==> src/rtl/wdt_pkg.sv <==
// -----------------------------------------------------------------------------
// wdt_pkg
// Shared types and defaults for the windowed watchdog timer.
//   wdt_state_e             : FSM state encoding (IDLE=0, RUN=1, EXPIRED=2),
//                             visible on the top-level `state` port.
//   WDT_CNT_W_DEFAULT       : default counter / threshold width.
//   WDT_RST_PULSE_DEFAULT   : default system-reset pulse length in cycles.
//   WDT_WIN_DEFAULT_EN      : default reset value of the window-mode latch.
// -----------------------------------------------------------------------------
package wdt_pkg;

    typedef enum logic [1:0] {
        ST_IDLE    = 2'd0,
        ST_RUN     = 2'd1,
        ST_EXPIRED = 2'd2
    } wdt_state_e;

    localparam int WDT_CNT_W_DEFAULT     = 16;
    localparam int WDT_RST_PULSE_DEFAULT = 8;
    localparam bit WDT_WIN_DEFAULT_EN    = 1'b0;

endpackage

==> src/rtl/wdt_pulse_stretch.sv <==
// -----------------------------------------------------------------------------
// wdt_pulse_stretch
// Turns a one-cycle start strobe into an output held high for exactly
// RST_PULSE clock cycles, beginning on the edge that samples start_i.
// A start while the pulse is already running is ignored (no re-trigger).
// clear_i truncates a running pulse immediately on the next edge.
// Ports:
//   clk      in  clock, rising edge
//   rst_n    in  asynchronous active-low reset; drops pulse_o at once
//   start_i  in  begin a pulse
//   clear_i  in  abort any pulse (wins over start_i)
//   pulse_o  out stretched pulse
// -----------------------------------------------------------------------------
module wdt_pulse_stretch #(
    parameter int RST_PULSE = 8
) (
    input  logic clk,
    input  logic rst_n,
    input  logic start_i,
    input  logic clear_i,
    output logic pulse_o
);

    // One extra bit of headroom keeps the counter at least 1 bit wide when
    // RST_PULSE is 1.
    localparam int CW = $clog2(RST_PULSE + 1);
    localparam logic [CW-1:0] LAST = CW'(RST_PULSE - 1);

    logic          active_q, active_d;
    logic [CW-1:0] cnt_q, cnt_d;

    // cnt_q holds the number of high cycles still to come after the current one.
    always_comb begin
        active_d = active_q;
        cnt_d    = cnt_q;
        if (clear_i) begin
            active_d = 1'b0;
            cnt_d    = '0;
        end else if (start_i && !active_q) begin
            active_d = 1'b1;
            cnt_d    = LAST;
        end else if (active_q) begin
            if (cnt_q == '0) begin
                active_d = 1'b0;
            end else begin
                cnt_d = cnt_q - CW'(1);
            end
        end
    end

    always_ff @(posedge clk or negedge rst_n) begin
        if (!rst_n) begin
            active_q <= 1'b0;
            cnt_q    <= '0;
        end else begin
            active_q <= active_d;
            cnt_q    <= cnt_d;
        end
    end

    assign pulse_o = active_q;

endmodule

==> src/rtl/wdt_window_timer.sv <==
// -----------------------------------------------------------------------------
// wdt_window_timer
// Windowed watchdog: CNT_W-bit up-counter with programmable timeout, early
// warning threshold, optional windowed-kick mode, sticky lock and a stretched
// system-reset pulse.
// Ports:
//   clk             in  sole clock, rising edge
//   rst_n           in  asynchronous active-low reset
//   enable          in  run request (level)
//   restart         in  kick, sampled every cycle
//   timeout_val     in  expiry count (0 behaves as 1)
//   warn_val        in  warning threshold
//   window_val      in  earliest legal kick count in window mode
//   window_en       in  windowed-kick mode request
//   lock            in  pulse; forces enable high until rst_n
//   timeout         out sticky expiry flag
//   warn            out count >= warning threshold while running
//   early_kick_err  out sticky; expiry caused by an early kick
//   wdt_rst         out system reset pulse, RST_PULSE cycles
//   count           out current counter value
//   state           out FSM state (IDLE=0, RUN=1, EXPIRED=2)
// -----------------------------------------------------------------------------
module wdt_window_timer
    import wdt_pkg::*;
#(
    parameter int CNT_W          = WDT_CNT_W_DEFAULT,
    parameter int RST_PULSE      = WDT_RST_PULSE_DEFAULT,
    parameter bit WIN_DEFAULT_EN = WDT_WIN_DEFAULT_EN
) (
    input  logic             clk,
    input  logic             rst_n,
    input  logic             enable,
    input  logic             restart,
    input  logic [CNT_W-1:0] timeout_val,
    input  logic [CNT_W-1:0] warn_val,
    input  logic [CNT_W-1:0] window_val,
    input  logic             window_en,
    input  logic             lock,
    output logic             timeout,
    output logic             warn,
    output logic             early_kick_err,
    output logic             wdt_rst,
    output logic [CNT_W-1:0] count,
    output logic [1:0]       state
);

    wdt_state_e       state_q, state_d;
    logic [CNT_W-1:0] count_q, count_d;
    logic [CNT_W-1:0] tmo_q, tmo_d;
    logic [CNT_W-1:0] warn_thr_q, warn_thr_d;
    logic [CNT_W-1:0] win_val_q, win_val_d;
    logic             win_en_q, win_en_d;
    logic             lock_q, lock_d;
    logic             timeout_q, timeout_d;
    logic             warn_q, warn_d;
    logic             early_q, early_d;

    logic             en_eff;
    logic             kick_ok;
    logic             pulse_start;
    logic             pulse_clear;
    logic [CNT_W-1:0] tmo_clamped;

    // Once locked, the enable pin no longer matters.
    assign en_eff      = enable | lock_q;
    assign tmo_clamped = (timeout_val == '0) ? CNT_W'(1) : timeout_val;
    assign kick_ok     = !win_en_q || (count_q >= win_val_q);

    always_comb begin
        state_d     = state_q;
        count_d     = count_q;
        tmo_d       = tmo_q;
        warn_thr_d  = warn_thr_q;
        win_val_d   = win_val_q;
        win_en_d    = win_en_q;
        timeout_d   = timeout_q;
        early_d     = early_q;
        lock_d      = lock_q | lock;
        pulse_start = 1'b0;
        pulse_clear = 1'b0;

        case (state_q)
            ST_IDLE: begin
                count_d   = '0;
                timeout_d = 1'b0;
                early_d   = 1'b0;
                if (en_eff) begin
                    // Configuration is frozen for the whole run.
                    state_d    = ST_RUN;
                    tmo_d      = tmo_clamped;
                    warn_thr_d = warn_val;
                    win_val_d  = window_val;
                    win_en_d   = window_en;
                end
            end

            ST_RUN: begin
                // Priority: disable > early kick > valid kick > expiry > count.
                if (!en_eff) begin
                    state_d     = ST_IDLE;
                    count_d     = '0;
                    timeout_d   = 1'b0;
                    early_d     = 1'b0;
                    pulse_clear = 1'b1;
                end else if (restart && !kick_ok) begin
                    state_d     = ST_EXPIRED;
                    timeout_d   = 1'b1;
                    early_d     = 1'b1;
                    pulse_start = 1'b1;
                end else if (restart) begin
                    count_d = '0;
                end else if (count_q == tmo_q) begin
                    state_d     = ST_EXPIRED;
                    timeout_d   = 1'b1;
                    pulse_start = 1'b1;
                end else begin
                    count_d = count_q + CNT_W'(1);
                end
            end

            ST_EXPIRED: begin
                // Count frozen and kicks ignored; only a disable gets out.
                if (!en_eff) begin
                    state_d     = ST_IDLE;
                    count_d     = '0;
                    timeout_d   = 1'b0;
                    early_d     = 1'b0;
                    pulse_clear = 1'b1;
                end
            end

            default: begin
                state_d     = ST_IDLE;
                count_d     = '0;
                timeout_d   = 1'b0;
                early_d     = 1'b0;
                pulse_clear = 1'b1;
            end
        endcase

        // Registered together with count so warn lines up with the count value.
        warn_d = (state_d == ST_RUN) && (count_d >= warn_thr_d);
    end

    always_ff @(posedge clk or negedge rst_n) begin
        if (!rst_n) begin
            state_q    <= ST_IDLE;
            count_q    <= '0;
            tmo_q      <= CNT_W'(1);
            warn_thr_q <= '0;
            win_val_q  <= '0;
            win_en_q   <= WIN_DEFAULT_EN;
            lock_q     <= 1'b0;
            timeout_q  <= 1'b0;
            warn_q     <= 1'b0;
            early_q    <= 1'b0;
        end else begin
            state_q    <= state_d;
            count_q    <= count_d;
            tmo_q      <= tmo_d;
            warn_thr_q <= warn_thr_d;
            win_val_q  <= win_val_d;
            win_en_q   <= win_en_d;
            lock_q     <= lock_d;
            timeout_q  <= timeout_d;
            warn_q     <= warn_d;
            early_q    <= early_d;
        end
    end

    wdt_pulse_stretch #(
        .RST_PULSE (RST_PULSE)
    ) u_pulse (
        .clk     (clk),
        .rst_n   (rst_n),
        .start_i (pulse_start),
        .clear_i (pulse_clear),
        .pulse_o (wdt_rst)
    );

    assign timeout        = timeout_q;
    assign warn           = warn_q;
    assign early_kick_err = early_q;
    assign count          = count_q;
    assign state          = state_q;

endmodule
==> config.mk <==
export PLATFORM = sky130hd
export DESIGN_NAME = wdt_window_timer
export DESIGN_NICKNAME = d
export VERILOG_FILES = /design/src/rtl/wdt_pkg.sv /design/src/rtl/wdt_pulse_stretch.sv /design/src/rtl/wdt_window_timer.sv
export SDC_FILE = /design/constraint.sdc
export NUM_CORES = 1
export LEC_CHECK = 0
export ABC_CLOCK_PERIOD_IN_PS = 6880
export CAP_MARGIN = 25
export CORE_MARGIN = 3
export CORE_UTILIZATION = 50
export CTS_BUF_LIST = sky130_fd_sc_hd__clkbuf_8
export DETAILED_ROUTE_END_ITERATION = 7
export HOLD_SLACK_MARGIN = 0.12
export PLACE_DENSITY = 0.8
export SETUP_SLACK_MARGIN = 0.3
export SKIP_LAST_GASP = 1
export SYNTH_ARGS = -nofsm -noshare
export SYNTH_HDL_FRONTEND = slang
export SYNTH_SLANG_ARGS = --single-unit
==> constraint.sdc <==
create_clock -name clk -period 6.88 [get_ports clk]
set_input_delay 1.376 -clock clk [delete_from_list [all_inputs] [get_ports clk]]
set_output_delay 1.376 -clock clk [all_outputs]
set_load 0.005 [all_outputs]
# Yosys cells after proc, flatten, opt, wreduce, memory -nomap -nowiden
# Index checks and enable logic that the tools add are counted.
dict set report op_classes {
  reduce_logical 16
  n_addsub 2
  mux 40
  eq_ne 9
  order_cmp 2
  bitwise 2
}
# cell count
set op_table {}
lappend op_table {{$mux 16} 8}
lappend op_table {{$ge 16x16->1} 2}
lappend op_table {{$pmux 16 s2} 1}
lappend op_table {{$mux 1} 17}
lappend op_table {{$add 16x1->16 const B} 1}
lappend op_table {{$eq 16x16->1} 1}
lappend op_table {{$logic_not 16->1} 1}
lappend op_table {{$mux 4} 4}
lappend op_table {{$mux 2} 6}
lappend op_table {{$ne 4x4->1 const B} 2}
lappend op_table {{$pmux 1 s2} 3}
lappend op_table {{$pmux 2 s3} 1}
lappend op_table {{$reduce_and 2->1} 3}
lappend op_table {{$eq 2x1->1 const B} 2}
lappend op_table {{$logic_not 4->1} 1}
lappend op_table {{$sub 4x1->4 const B} 1}
lappend op_table {{$logic_and 1x1->1} 3}
lappend op_table {{$logic_not 1->1} 3}
lappend op_table {{$ne 3x2->1 const B} 1}
lappend op_table {{$ne 3x3->1 const B} 1}
lappend op_table {{$reduce_and 3->1} 1}
lappend op_table {{$reduce_bool 3->1} 1}
lappend op_table {{$eq 2x2->1 const B} 1}
lappend op_table {{$logic_not 2->1} 1}
lappend op_table {{4 further kinds} 5}
dict set report word_totals {
  out_inout_bits 22
  ff_bits 76
  elab_cells 83
}

# Depth between registers and ports, before layout
# Gate-level depths: netlist of run 1.
dict set report logic_depth {
  depth_word 10
  ltp_mapped 16
  ltp_nobuf 15
}

# Modules after synthesis
# A second synthesis of run 1 with hierarchy kept.
dict set report hier_totals {
  hier_cells 422
  area_unflattened_um2 4528.1
}
# module cells_each n_inst seq_area_each_um2 area_per_inst_um2
set by_module_without_submodules {}
lappend by_module_without_submodules {wdt_window_timer 397 1 1778.0 4235.3}
lappend by_module_without_submodules {wdt_pulse_stretch 25 1 125.1 292.8}

# Worst setup path before layout of run 1
# No wires, ideal clock.
dict set report synth_timing {
  kind {in2reg}
  start {input enable}
  end {register warn_q, in the netlist warn}
  path_buffers 3
  t_arrival_ns 3.781
  cell_stages 16
  slack_ns 2.968
  required_time_ns 6.749
  cell_sequence {or2_1 -> buf_2 -> and3_4 -> buf_6 -> and2_4 -> a32oi_2 -> buf_6 -> nor2_1 -> o22ai_1 -> ha_1 -> nand2b_1 -> a211o_1 -> a21oi_1 -> o21ai_0 -> a21oi_1 -> nor3b_1}
}
dict set report synth_via {
  elab_chain_cells 5
}
# element line_no
set synth_lines {}
lappend synth_lines {{start, declared} wdt_window_timer.sv:32} ;# input logic enable,
lappend synth_lines {{$or 1x1->1 *} wdt_window_timer.sv:65} ;# assign en_eff = enable | lock_q;
lappend synth_lines {{$mux 16 (tied with other cells)} wdt_window_timer.sv:123} ;# if (!en_eff) begin
lappend synth_lines {{$pmux 16 s2 (tied with other cells)} wdt_window_timer.sv:82} ;# case (state_q)
lappend synth_lines {{$ge 16x16->1 or $eq 2x1->1 (tied branches)} wdt_window_timer.sv:142} ;# warn_d = (state_d == ST_RUN) && (count_d >= warn_thr_d);
lappend synth_lines {{$logic_and 1x1->1 *} wdt_window_timer.sv:142}
lappend synth_lines {{net warn_d} wdt_window_timer.sv:55} ;# logic warn_q, warn_d;
lappend synth_lines {{end signal, assigned} wdt_window_timer.sv:166} ;# warn_q <= warn_d;
lappend synth_lines {{end, declared} wdt_window_timer.sv:55}
# The timed path passes the listed nets; every way through them passes the cells marked *.
# A chain may end at the register's enable or synchronous reset.

# Worst setup path after layout of run 1
dict set report layout_timing {
  start {input enable}
  end {register warn_q, in the netlist warn}
}
dict set report layout_via {
  elab_chain_cells 5
}
# element line_no
set layout_lines {}
lappend layout_lines {{$or 1x1->1} wdt_window_timer.sv:65}
lappend layout_lines {{$mux 16} wdt_window_timer.sv:87} ;# if (en_eff) begin
lappend layout_lines {{$mux 16} wdt_window_timer.sv:82}
lappend layout_lines {{net warn_thr_d[0]} wdt_window_timer.sv:50} ;# logic [CNT_W-1:0] warn_thr_q, warn_thr_d;
lappend layout_lines {{$ge 16x16->1} wdt_window_timer.sv:142}
lappend layout_lines {{$logic_and 1x1->1} wdt_window_timer.sv:142}
lappend layout_lines {{net warn_d} wdt_window_timer.sv:55}
# The timed path passes the listed nets, and every way through them passes these cells.

==> summary.md, run 1 <==
| Metric | Value |
|---|---|
| Vias per cell | `between 5 and 6` |
| Worst setup slack for register-to-register paths | `~2.5 ns` |
| Most common cell after layout, fill and taps aside | `dfrtp_1` |
| Worst hold path stage count | `2` |
| Chip height | `between 90 and 100 um` |
| Run status | `finished clean` |
| GRT Resource Usage Total | `0.225` |
| Clock period minus worst slack | `approximately 4.4 ns` |
| Sequential-to-total area share from yosys stat | `0.434` |
| Placed Instances | `approximately 580` |
| Leading cell types by total area after synthesis | `dfrtp_1 43%, ha_1 11%, mux2_2 8.5%` |
| Sinks on the clock net | `76` |
| Worst Setup Start Kind | `input pin` |
| Synth unique cells | `56` |
| DR vias | `around 3500` |
| Worst r2r path cells | `14` |
| Worst-path cell chain | `clkdlybuf4s50_1, or2_1, nand2_2, buf_4, mux2_2, ha_1, nand2b_1, a211o_1, a21oi_1, o21ai_0, a21oi_1, nor3b_1` |
| Transition time of the tightest slew-check pin | `0.846 ns` |
| DIE WIDTH | `99.6 um` |
| Area taken by multi-input logic gates | `between 2000 and 2500 um^2` |
| Worst slew margin | `0.431` |
| Final GP Congestion | `0.838` |
| Bufs and invs on worst path | `2` |
| CTS tree | `done` |
| Net count reported at finish | `approximately 580` |
| Cell type group with the largest total delay on the critical path | `simple AND/OR/NAND/NOR gates` |
| Routed WL | `around 10000 um` |
| Yosys reg bits | `76` |
| Most instantiated flip-flop cell in the synthesis netlist | `dfrtp_1` |
| Deepest clock path buffer count | `2` |
| Worst-path clk slew | `roughly 0.080 ns` |
| Standard-cell row count | `33` |
| Maximum ir drop on the vdd rail | `0.153 mV` |
| Number of CTS-inserted buffers | `9` |
| Antenna Nets Post-Route | `0` |
| End of the worst hold path | `warn_thr_q[11]` |
| Initial standard-cell utilization of the core | `0.523` |
| Hold Violations, Final | `0` |
| Commonest cells after routing, fill and taps aside | `75 x dfrtp_1, 74 x clkdlybuf4s50_1, 38 x ha_1, 37 x inv_1, 33 x mux2_2` |
| Leakage power of the design | `approximately 2.6 nW` |
| Clock network latency to the later pin of the worst-skew pair | `between 0.3 and 0.4 ns` |
| Iteration count of the initial detailed-routing pass | `4` |
| Buffer type at the clock tree root | `clkbuf_8` |
| DIE AREA | `9920 um^2` |
| Largest net degree at the start of global routing | `77` |
| Number of design-rule violations left by the first detailed-router iteration | `approximately 170` |
| FF+latch area | `approximately 1900 um^2` |
| Async set-reset flop share out of synthesis | `1.00` |
| Setup-violating endpoint count in the final report | `0` |
| Area Overhead vs Synth | `25.7%` |
| Routed length per placed instance | `17.5 um` |
| Synthesized instance count | `approximately 400` |
| Post-CTS setup buffer count | `0` |
| FF-to-FF End | `warn` |
| Final setup TNS | `0 ns` |
| Maximum cell stage delay along the critical path | `between 0.5 and 0.6 ns` |
| Final Total Pwr | `around 2.1 mW` |
| Number of max-cap violations | `0` |
| Most used cell, CP | `a21oi_1` |
| Area share of the largest cell type after synthesis | `0.428` |
| Total number of yosys warnings | `0` |
| Number of slew-limit violations in the final report | `0` |
| Inserted Diodes | `0` |
| Critical path class | `input pin to flop` |
| Cell type with the highest aggregate area in the netlist | `dfrtp_1` |
| Portion of the clock cycle consumed by the worst path in the final layout | `0.642` |
| Worst-case clock skew | `just over 0.008 ns` |
| Syn nets | `500` |
| Pwr/cell area | `374 nW/um^2` |
| Wire length of the first global-routing pass | `around 18000 um` |
| PortBufs | `75` |
| Initial antenna violation count | `0` |
| Required time of the critical path | `between 7 and 8 ns` |
| Resized Gates After CTS | `0` |
| Filler-free cell count of the finished design | `slightly below 600` |
| Worst EP arrival | `between 4 and 5 ns` |
| Unrepaired setup endpoints after global routing | `false` |
| Fraction of final layout cells sized beyond drive strength 1 | `0.127` |
| Cell with the largest stage delay on the worst path | `nand2_2` |
| Worst flop-to-flop path startpoint | `count[15]` |
| Count of H-tree levels built during CTS | `3` |
| Top-level port count | `76` |
| Filler Cell Count | `roughly 660` |
| Number of global-route vias before repair | `around 3600` |
| Residual DRC count | `0` |
| Number of flops mapped to enable cells by yosys | `0` |
| Average instance area after synthesis | `around 11 um^2` |
| Worst hold path startpoint | `warn_thr_q[11]` |
| Fmax achieved | `~0.23 GHz` |
| Core area | `between 8000 and 9000 um^2` |
| Overflow after GRT | `0` |
| Maximum net fanout on the critical path | `28` |
| Combined area of all synthesized cells | `4380 um^2` |
| Type of the tightest min-delay check | `flop to flop` |
| Total of hold buffers inserted after clock tree synthesis | `0` |
| Detailed placer's ending HPWL | `just under 8000 um` |
| Critical path capture point type | `flop` |
[per-layer routing]
metal | up-vias | track usage | part of all wire
met4 | 0 | 0.0735 | 0.015
li1 | 1646 | - | -
met3 | 14 | 0.0428 | 0.056
met1 | 1721 | 0.292 | 0.43
met5 | - | 0 | 0
met2 | 91 | 0.380 | 0.50
[final cells by class]
| cell class | count | area share |
|---|---|---|
| sequential | 76 | 0.345 |
| inverter | 37 | 0.0252 |
| timing repair buffer | 77 | 0.142 |
| clock buffer | 13 | 0.0325 |
| tap | 105 | 0.0238 |
| multi-input combinational | 284 | 0.414 |
| clock inverter | 3 | 0.0164 |
[where the power goes]
group / internal (mW) / switching [mW]
logic: 0.449 / 0.445
registers: 0.624 / 0.103
clock network: 0.281 / 0.160
total: 1.35 / 0.708
[registers in the layout, indices dropped and copies added (netlist names)]
register,count
count,16
early_kick_err,1
lock_q,1
state,2
timeout,1
tmo_q,16
u_pulse.cnt_q,4
u_pulse.pulse_o,1
warn,1
warn_thr_q,16
win_en_q,1
win_val_q,16
[logic make-up after synthesis]
family	Yosys count	synth area share
multiplexers	48	0.119
AO/OA/AOI/OAI	89	0.137
adder cells (fa/ha/maj)	38	0.109
buffers and inverters	48	0.0451
XOR/XNOR	18	0.0360
flip-flops	76	0.434
AND/OR/NAND/NOR	91	0.120
[worst max path at each step]
| stage | cells after the start | start | end |
|---|---|---|---|
| floorplan | 16 | enable | warn |
| global placement | 12 | enable | warn |
| detailed placement | 12 | enable | warn |
| CTS | 12 | enable | warn |
| global route | 13 | count[15] | warn |
| finish | 12 | enable | warn |
[metrics by stage]
stage,setup slack (ns),util,hold WS (ns),area (um^2)
CTS,2.47,0.654,0.504,5480
detailed placement,2.11,0.622,0.487,5210
global placement,2.14,0.622,0.473,5210
floorplan,2.97,-,0.455,4380
finish,2.47,0.657,0.495,5510
global route,2.28,0.657,0.522,5510
[Yosys cell counts, drive strengths merged, types with 2 or more instances]
cell type  instances
nor3b              6
buf                8
mux2i             15
and3b              3
or2                2
inv               37
and4               2
or4                2
nor3               6
a22oi              2
o21ai             14
or3                2
nand3              6
a21oi             18
xnor2             17
ha                38
nor2              13
a41oi              2
and3               7
dfrtp             75
nand2b             2
a31o               2
nor4               8
a22o               2
clkbuf             3
nand2             18
mux2              33
a21o              15
and2               3
nand4             10
o21a               3
a31oi             18
[tightest hold or removal path, delay by kind of cell (launching register included)]
family   cells  cell delay [ns]
flops        1             0.33
mux          1             0.08
buf+inv      1             0.06
Power figures use the tool's default switching activity.
==> run 2, diff against run 1 <==
ABC_CLOCK_PERIOD_IN_PS = 4400   (was 6880)
clock period = 4.4 ns   (was 6.88 ns; I/O delays follow)
==> summary.md, run 2 (synthesized netlist as in run 1, its figures left out) <==
| Metric | Value |
|---|---|
| GRT Resource Usage Total | `0.237` |
| Transition time of the tightest slew-check pin | `approximately 0.63 ns` |
| Initial standard-cell utilization of the core | `0.523` |
| Worst EP arrival | `~4.1 ns` |
| Pwr/cell area | `~560 nW/um^2` |
| Count of H-tree levels built during CTS | `3` |
| Number of max-cap violations | `0` |
| Required time of the critical path | `~4.6 ns` |
| Cell type group with the largest total delay on the critical path | `compound AO/OA/AOI/OAI gates` |
| Chip height | `99.6 um` |
| Worst-case clock skew | `0.0172 ns` |
| Maximum ir drop on the vdd rail | `between 0.2 and 0.3 mV` |
| Deepest clock path buffer count | `2` |
| Maximum cell stage delay along the critical path | `around 0.48 ns` |
| Number of global-route vias before repair | `approximately 3700` |
| Routed WL | `10900 um` |
| Number of design-rule violations left by the first detailed-router iteration | `approximately 170` |
| Sinks on the clock net | `76` |
| Portion of the clock cycle consumed by the worst path in the final layout | `0.869` |
| Number of slew-limit violations in the final report | `0` |
| Most common cell after layout, fill and taps aside | `dfrtp_1` |
| Fraction of final layout cells sized beyond drive strength 1 | `0.149` |
| Post-CTS setup buffer count | `0` |
| DR vias | `3490` |
| Worst slew margin | `0.583` |
| DIE AREA | `between 9000 and 10000 um^2` |
| Cell with the largest stage delay on the worst path | `a22oi_1` |
| Antenna Nets Post-Route | `0` |
| Unrepaired setup endpoints after global routing | `false` |
| Residual DRC count | `0` |
| DIE WIDTH | `roughly 100 um` |
| Worst-path clk slew | `0.09 ns` |
| CTS tree | `done` |
| Resized Gates After CTS | `0` |
| Total of hold buffers inserted after clock tree synthesis | `0` |
| Worst Setup Start Kind | `flop` |
| Final GP Congestion | `between 0.8 and 0.9` |
| Pint | `1.93 mW` |
| Part of the total power dissipated in combinational logic | `0.463` |
| Type of the tightest min-delay check | `input pin to async pin` |
| Final setup TNS | `0 ns` |
| Top-level port count | `76` |
| Worst-path cell chain | `ha_1, nand2_1, nor4_1, buf_4, a22oi_1, a32oi_2, buf_4, a41o_1, a31oi_1, ha_1, a21o_1, a21o_1, a21oi_1, o21ai_0, a21oi_1, nor3b_1` |
| Vias per cell | `5.74` |
| PortBufs | `between 70 and 80` |
| Wire length of the first global-routing pass | `about 18000 um` |
| Critical path class | `flop to flop` |
| Clock network latency to the later pin of the worst-skew pair | `0.37 ns` |
| Clock share of power | `0.168` |
| Setup-violating endpoint count in the final report | `0` |
| Iteration count of the initial detailed-routing pass | `4` |
| Clock period minus worst slack | `about 3.8 ns` |
| Fmax achieved | `~0.26 GHz` |
| Switching pwr | `~1.1 mW` |
| Standard-cell row count | `33` |
| Sw Share | `0.373` |
| Net count reported at finish | `between 500 and 600` |
| Overflow after GRT | `0` |
| Commonest cells after routing, fill and taps aside | `75 x dfrtp_1, 74 x clkdlybuf4s50_1, 38 x ha_1, 37 x inv_1, 33 x mux2_2` |
| Inserted Diodes | `0` |
| Routed length per placed instance | `between 15 and 20 um` |
| Initial antenna violation count | `0` |
| Bufs and invs on worst path | `2` |
| Hold Violations, Final | `0` |
| Critical path capture point type | `flop` |
| Area Overhead vs Synth | `26.1%` |
| Portion of total power attributed to sequential cells | `0.369` |
| Run status | `finished clean` |
| Largest net degree at the start of global routing | `between 70 and 80` |
| Maximum net fanout on the critical path | `14` |
| Cell depth of the worst setup path | `16` |
| Leakage power of the design | `2.64 nW` |
| Worst r2r path cells | `16` |
| Detailed placer's ending HPWL | `between 8000 and 9000 um` |
| Buffer type at the clock tree root | `clkbuf_8` |
| Share of the core filled with cells in the final layout | `0.659` |
| Number of CTS-inserted buffers | `9` |
| Core area | `around 8400 um^2` |
## run 2: cell count changes in the layout (fill, tap and decap cells not counted), sizes merged
cell	change
clkinvlp	+1
clkinv	+3
bufinv	-3
clkbuf	-2
buf	+13
inv	+1
## run 2: path summary, 6_finish.rpt
path,start,end,slack [ns]
hold / removal,rst_n,lock_q,0.30
setup reg to reg,count[15],warn,0.58
max in group asynchronous,rst_n,tmo_q[0],3.52
min in group clk,timeout,timeout,0.49
setup / recovery,count[15],warn,0.58
hold reg to reg,timeout,timeout,0.49
## run 2: layer usage
metal / vias to the layer above / share of wire / track usage
met1: 1700 / 0.42 / 0.303
li1: 1676 / - / -
met2: 97 / 0.51 / 0.398
met4: 0 / 0.020 / 0.0851
met3: 17 / 0.049 / 0.0505
met5: - / 0 / 0
## run 2: stage by stage
stage / total power [mW] / cells / setup WS (ns) / area, um^2 / hold WS, ns
after floorplan: 2.18 / 408 / 0.984 / 4380 / 0.455
after global placement: 2.48 / 591 / 0.465 / 5310 / 0.472
after detailed placement: 2.57 / 591 / 0.319 / 5310 / 0.479
after CTS: 3.10 / 607 / 0.613 / 5500 / 0.497
after global routing: 3.32 / 608 / 0.337 / 5520 / 0.283
final: 3.08 / 608 / 0.577 / 5520 / 0.303
## run 2: final cells by class
| class | instances | area [um^2] |
|---|---|---|
| Fill cell | 672 | 2860 |
| Multi-Input combinational cell | 284 | 2280 |
| Sequential cell | 76 | 1900 |
| Timing Repair Buffer | 90 | 881 |
| Clock buffer | 11 | 151 |
| Inverter | 37 | 139 |
| Tap cell | 105 | 131 |
| Clock inverter | 5 | 35.0 |
## run 2: power groups by stage
stage,Sequential [mW],Clock (mW),Combinational [mW]
finish,1.13,0.518,1.43
global route,1.17,0.557,1.60
CTS,1.14,0.526,1.43
detailed placement,1.15,0,1.42
global placement,1.13,0,1.36
floorplan,1.11,0,1.08
==> run 3, diff against run 2 <==
CORE_UTILIZATION = 25   (was 50)
MAX_ROUTING_LAYER = met4   (was unset)
PLACE_DENSITY = 0.48   (was 0.8)
==> summary.md, run 3 (synthesized netlist as in run 1, its figures left out) <==
| Metric | Value |
|---|---|
| Count of H-tree levels built during CTS | `3` |
| GRT Resource Usage Total | `0.132` |
| Total of hold buffers inserted after clock tree synthesis | `0` |
| Worst-path clk slew | `~0.08 ns` |
| Inserted Diodes | `0` |
| Sw Share | `0.349` |
| Worst EP arrival | `roughly 4.0 ns` |
| Worst flop-to-flop path startpoint | `count[15]` |
| Minimum setup slack after placement | `about 0.37 ns` |
| Vias per cell | `between 4 and 5` |
| Transition time of the tightest slew-check pin | `approximately 0.64 ns` |
| CTS tree | `done` |
| Worst Setup Start Kind | `flop` |
| Switching pwr | `about 1.1 mW` |
| Core area | `16900 um^2` |
| Number of global-route vias before repair | `3610` |
| Setup slack of the critical path after layout | `roughly 0.65 ns` |
| Leakage power of the design | `approximately 2.7 nW` |
| Most common cell after layout, fill and taps aside | `dfrtp_1` |
| Final GP Congestion | `approximately 0.86` |
| Part of the total power dissipated in combinational logic | `0.441` |
| FF-to-FF End | `warn` |
| Worst-case clock skew | `~0.0078 ns` |
| Maximum cell stage delay along the critical path | `roughly 0.47 ns` |
| Number of CTS-inserted buffers | `9` |
| Hold Violations, Final | `0` |
| Chip height | `between 100 and 150 um` |
| Wire length of the first global-routing pass | `19300 um` |
| Sinks on the clock net | `76` |
| Pwr/cell area | `roughly 560 nW/um^2` |
| Initial antenna violation count | `0` |
| Instance area at placement | `~5500 um^2` |
| Clock period minus worst slack | `about 3.7 ns` |
| Fraction of final layout cells sized beyond drive strength 1 | `0.149` |
| Buffer type at the clock tree root | `clkbuf_8` |
| Bufs and invs on worst path | `2` |
| Share of the core filled with cells in the final layout | `0.340` |
| Number of max-cap violations | `0` |
| Portion of total power attributed to sequential cells | `0.351` |
| Placed Instances | `~710` |
| Required time of the critical path | `between 4 and 5 ns` |
| Initial standard-cell utilization of the core | `0.260` |
| Pint | `~2.1 mW` |
| Net count reported at finish | `a little under 600` |
| Deepest clock path buffer count | `2` |
| PortBufs | `75` |
| Detailed placer's ending HPWL | `between 9000 and 10000 um` |
| Filler-free cell count of the finished design | `around 720` |
| Unrepaired setup endpoints after global routing | `false` |
| Critical path class | `flop to flop` |
| Antenna Nets Post-Route | `0` |
| Type of the tightest min-delay check | `input pin to async pin` |
| DIE AREA | `approximately 19000 um^2` |
| Final instance area | `roughly 5700 um^2` |
| Cell with the largest stage delay on the worst path | `dfrtp_1` |
| Clock network latency to the later pin of the worst-skew pair | `between 0.3 and 0.4 ns` |
| Routed WL | `about 12000 um` |
| Worst slew margin | `0.571` |
| Top-level port count | `76` |
| Overflow after GRT | `0` |
| Resized Gates After CTS | `0` |
| Setup-violating endpoint count in the final report | `0` |
| Routed length per placed instance | `approximately 17 um` |
| Standard-cell row count | `between 40 and 50` |
| Worst r2r path cells | `16` |
| Largest net degree at the start of global routing | `77` |
| Number of design-rule violations left by the first detailed-router iteration | `approximately 110` |
| Final setup TNS | `0 ns` |
| Cell type group with the largest total delay on the critical path | `compound AO/OA/AOI/OAI gates` |
| Portion of the clock cycle consumed by the worst path in the final layout | `0.852` |
| DR vias | `3425` |
| DIE WIDTH | `138 um` |
| Worst setup slack for register-to-register paths | `0.65 ns` |
| Worst-path cell chain | `ha_1, nand2_1, nor4_1, buf_4, a22oi_1, a32oi_2, buf_4, a41o_1, a31oi_1, ha_1, a21o_1, a21o_1, a21oi_1, o21ai_0, a21oi_1, nor3b_1` |
| Clock share of power | `0.207` |
| Area Overhead vs Synth | `31.0%` |
| Iteration count of the initial detailed-routing pass | `4` |
| Number of slew-limit violations in the final report | `0` |
| Maximum net fanout on the critical path | `16` |
| Post-CTS setup buffer count | `0` |
| Maximum ir drop on the vdd rail | `about 0.2 mV` |
| Commonest cells after routing, fill and taps aside | `75 x dfrtp_1, 74 x clkdlybuf4s50_1, 38 x inv_1, 38 x ha_1, 33 x mux2_2` |
| Run status | `finished clean` |
| Residual DRC count | `0` |
| Critical path capture point type | `flop` |
| Fmax achieved | `0.267 GHz` |
-- run 3: layout make-up --
class                      instances  area [um^2]
clock buffer                      11          151
clock inverter                     5         98.8
fill                            1644        11100
inverter                          37          139
multi-input combinational        284         2280
sequential                        76         1900
tap                              220          275
timing repair buffer              91          888
-- run 3: power by group through the flow --
stage	clock network [mW]	logic, mW	registers, mW
after global routing	0.719	1.60	1.17
after detailed placement	0	1.43	1.15
after floorplan	0	1.08	1.11
after global placement	0	1.41	1.14
after CTS	0.689	1.44	1.14
final	0.669	1.42	1.13
-- run 3: how the worst max path moves through the flow --
stage            to  slack [ns]  depth (start not counted)  startpoint
2_1_floorplan  warn        0.98                         16      enable
3_3_place_gp   warn        0.41                         15      enable
3_5_place_dp   warn        0.37                         15      enable
4_1_cts        warn        0.67                         16   count[15]
5_1_grt        warn        0.41                         16   count[15]
6_report       warn        0.65                         16   count[15]
-- run 3: layer usage --
metal,vias to the layer above,track usage,wire [um]
met3,12,0.0321,621
met2,96,0.205,5680
met4,0,0.0359,156
met5,-,-,0
met1,1649,0.172,5640
li1,1668,-,-
-- run 3: metrics by stage --
| step | power [mW] | hold WS (ns) |
|---|---|---|
| after detailed placement | 2.58 | 0.480 |
| after global routing | 3.49 | 0.483 |
| final | 3.23 | 0.458 |
| after floorplan | 2.18 | 0.455 |
| after CTS | 3.27 | 0.498 |
| after global placement | 2.55 | 0.485 |
-- run 3: worst reg2reg max path, delay by kind of cell, from the launching register on --
kind            cells  cell delay [ns]
compound gates      9             1.81
fa+ha+maj           2             0.63
flops               1             0.47
buf+inv             2             0.38
simple gates        3             0.33
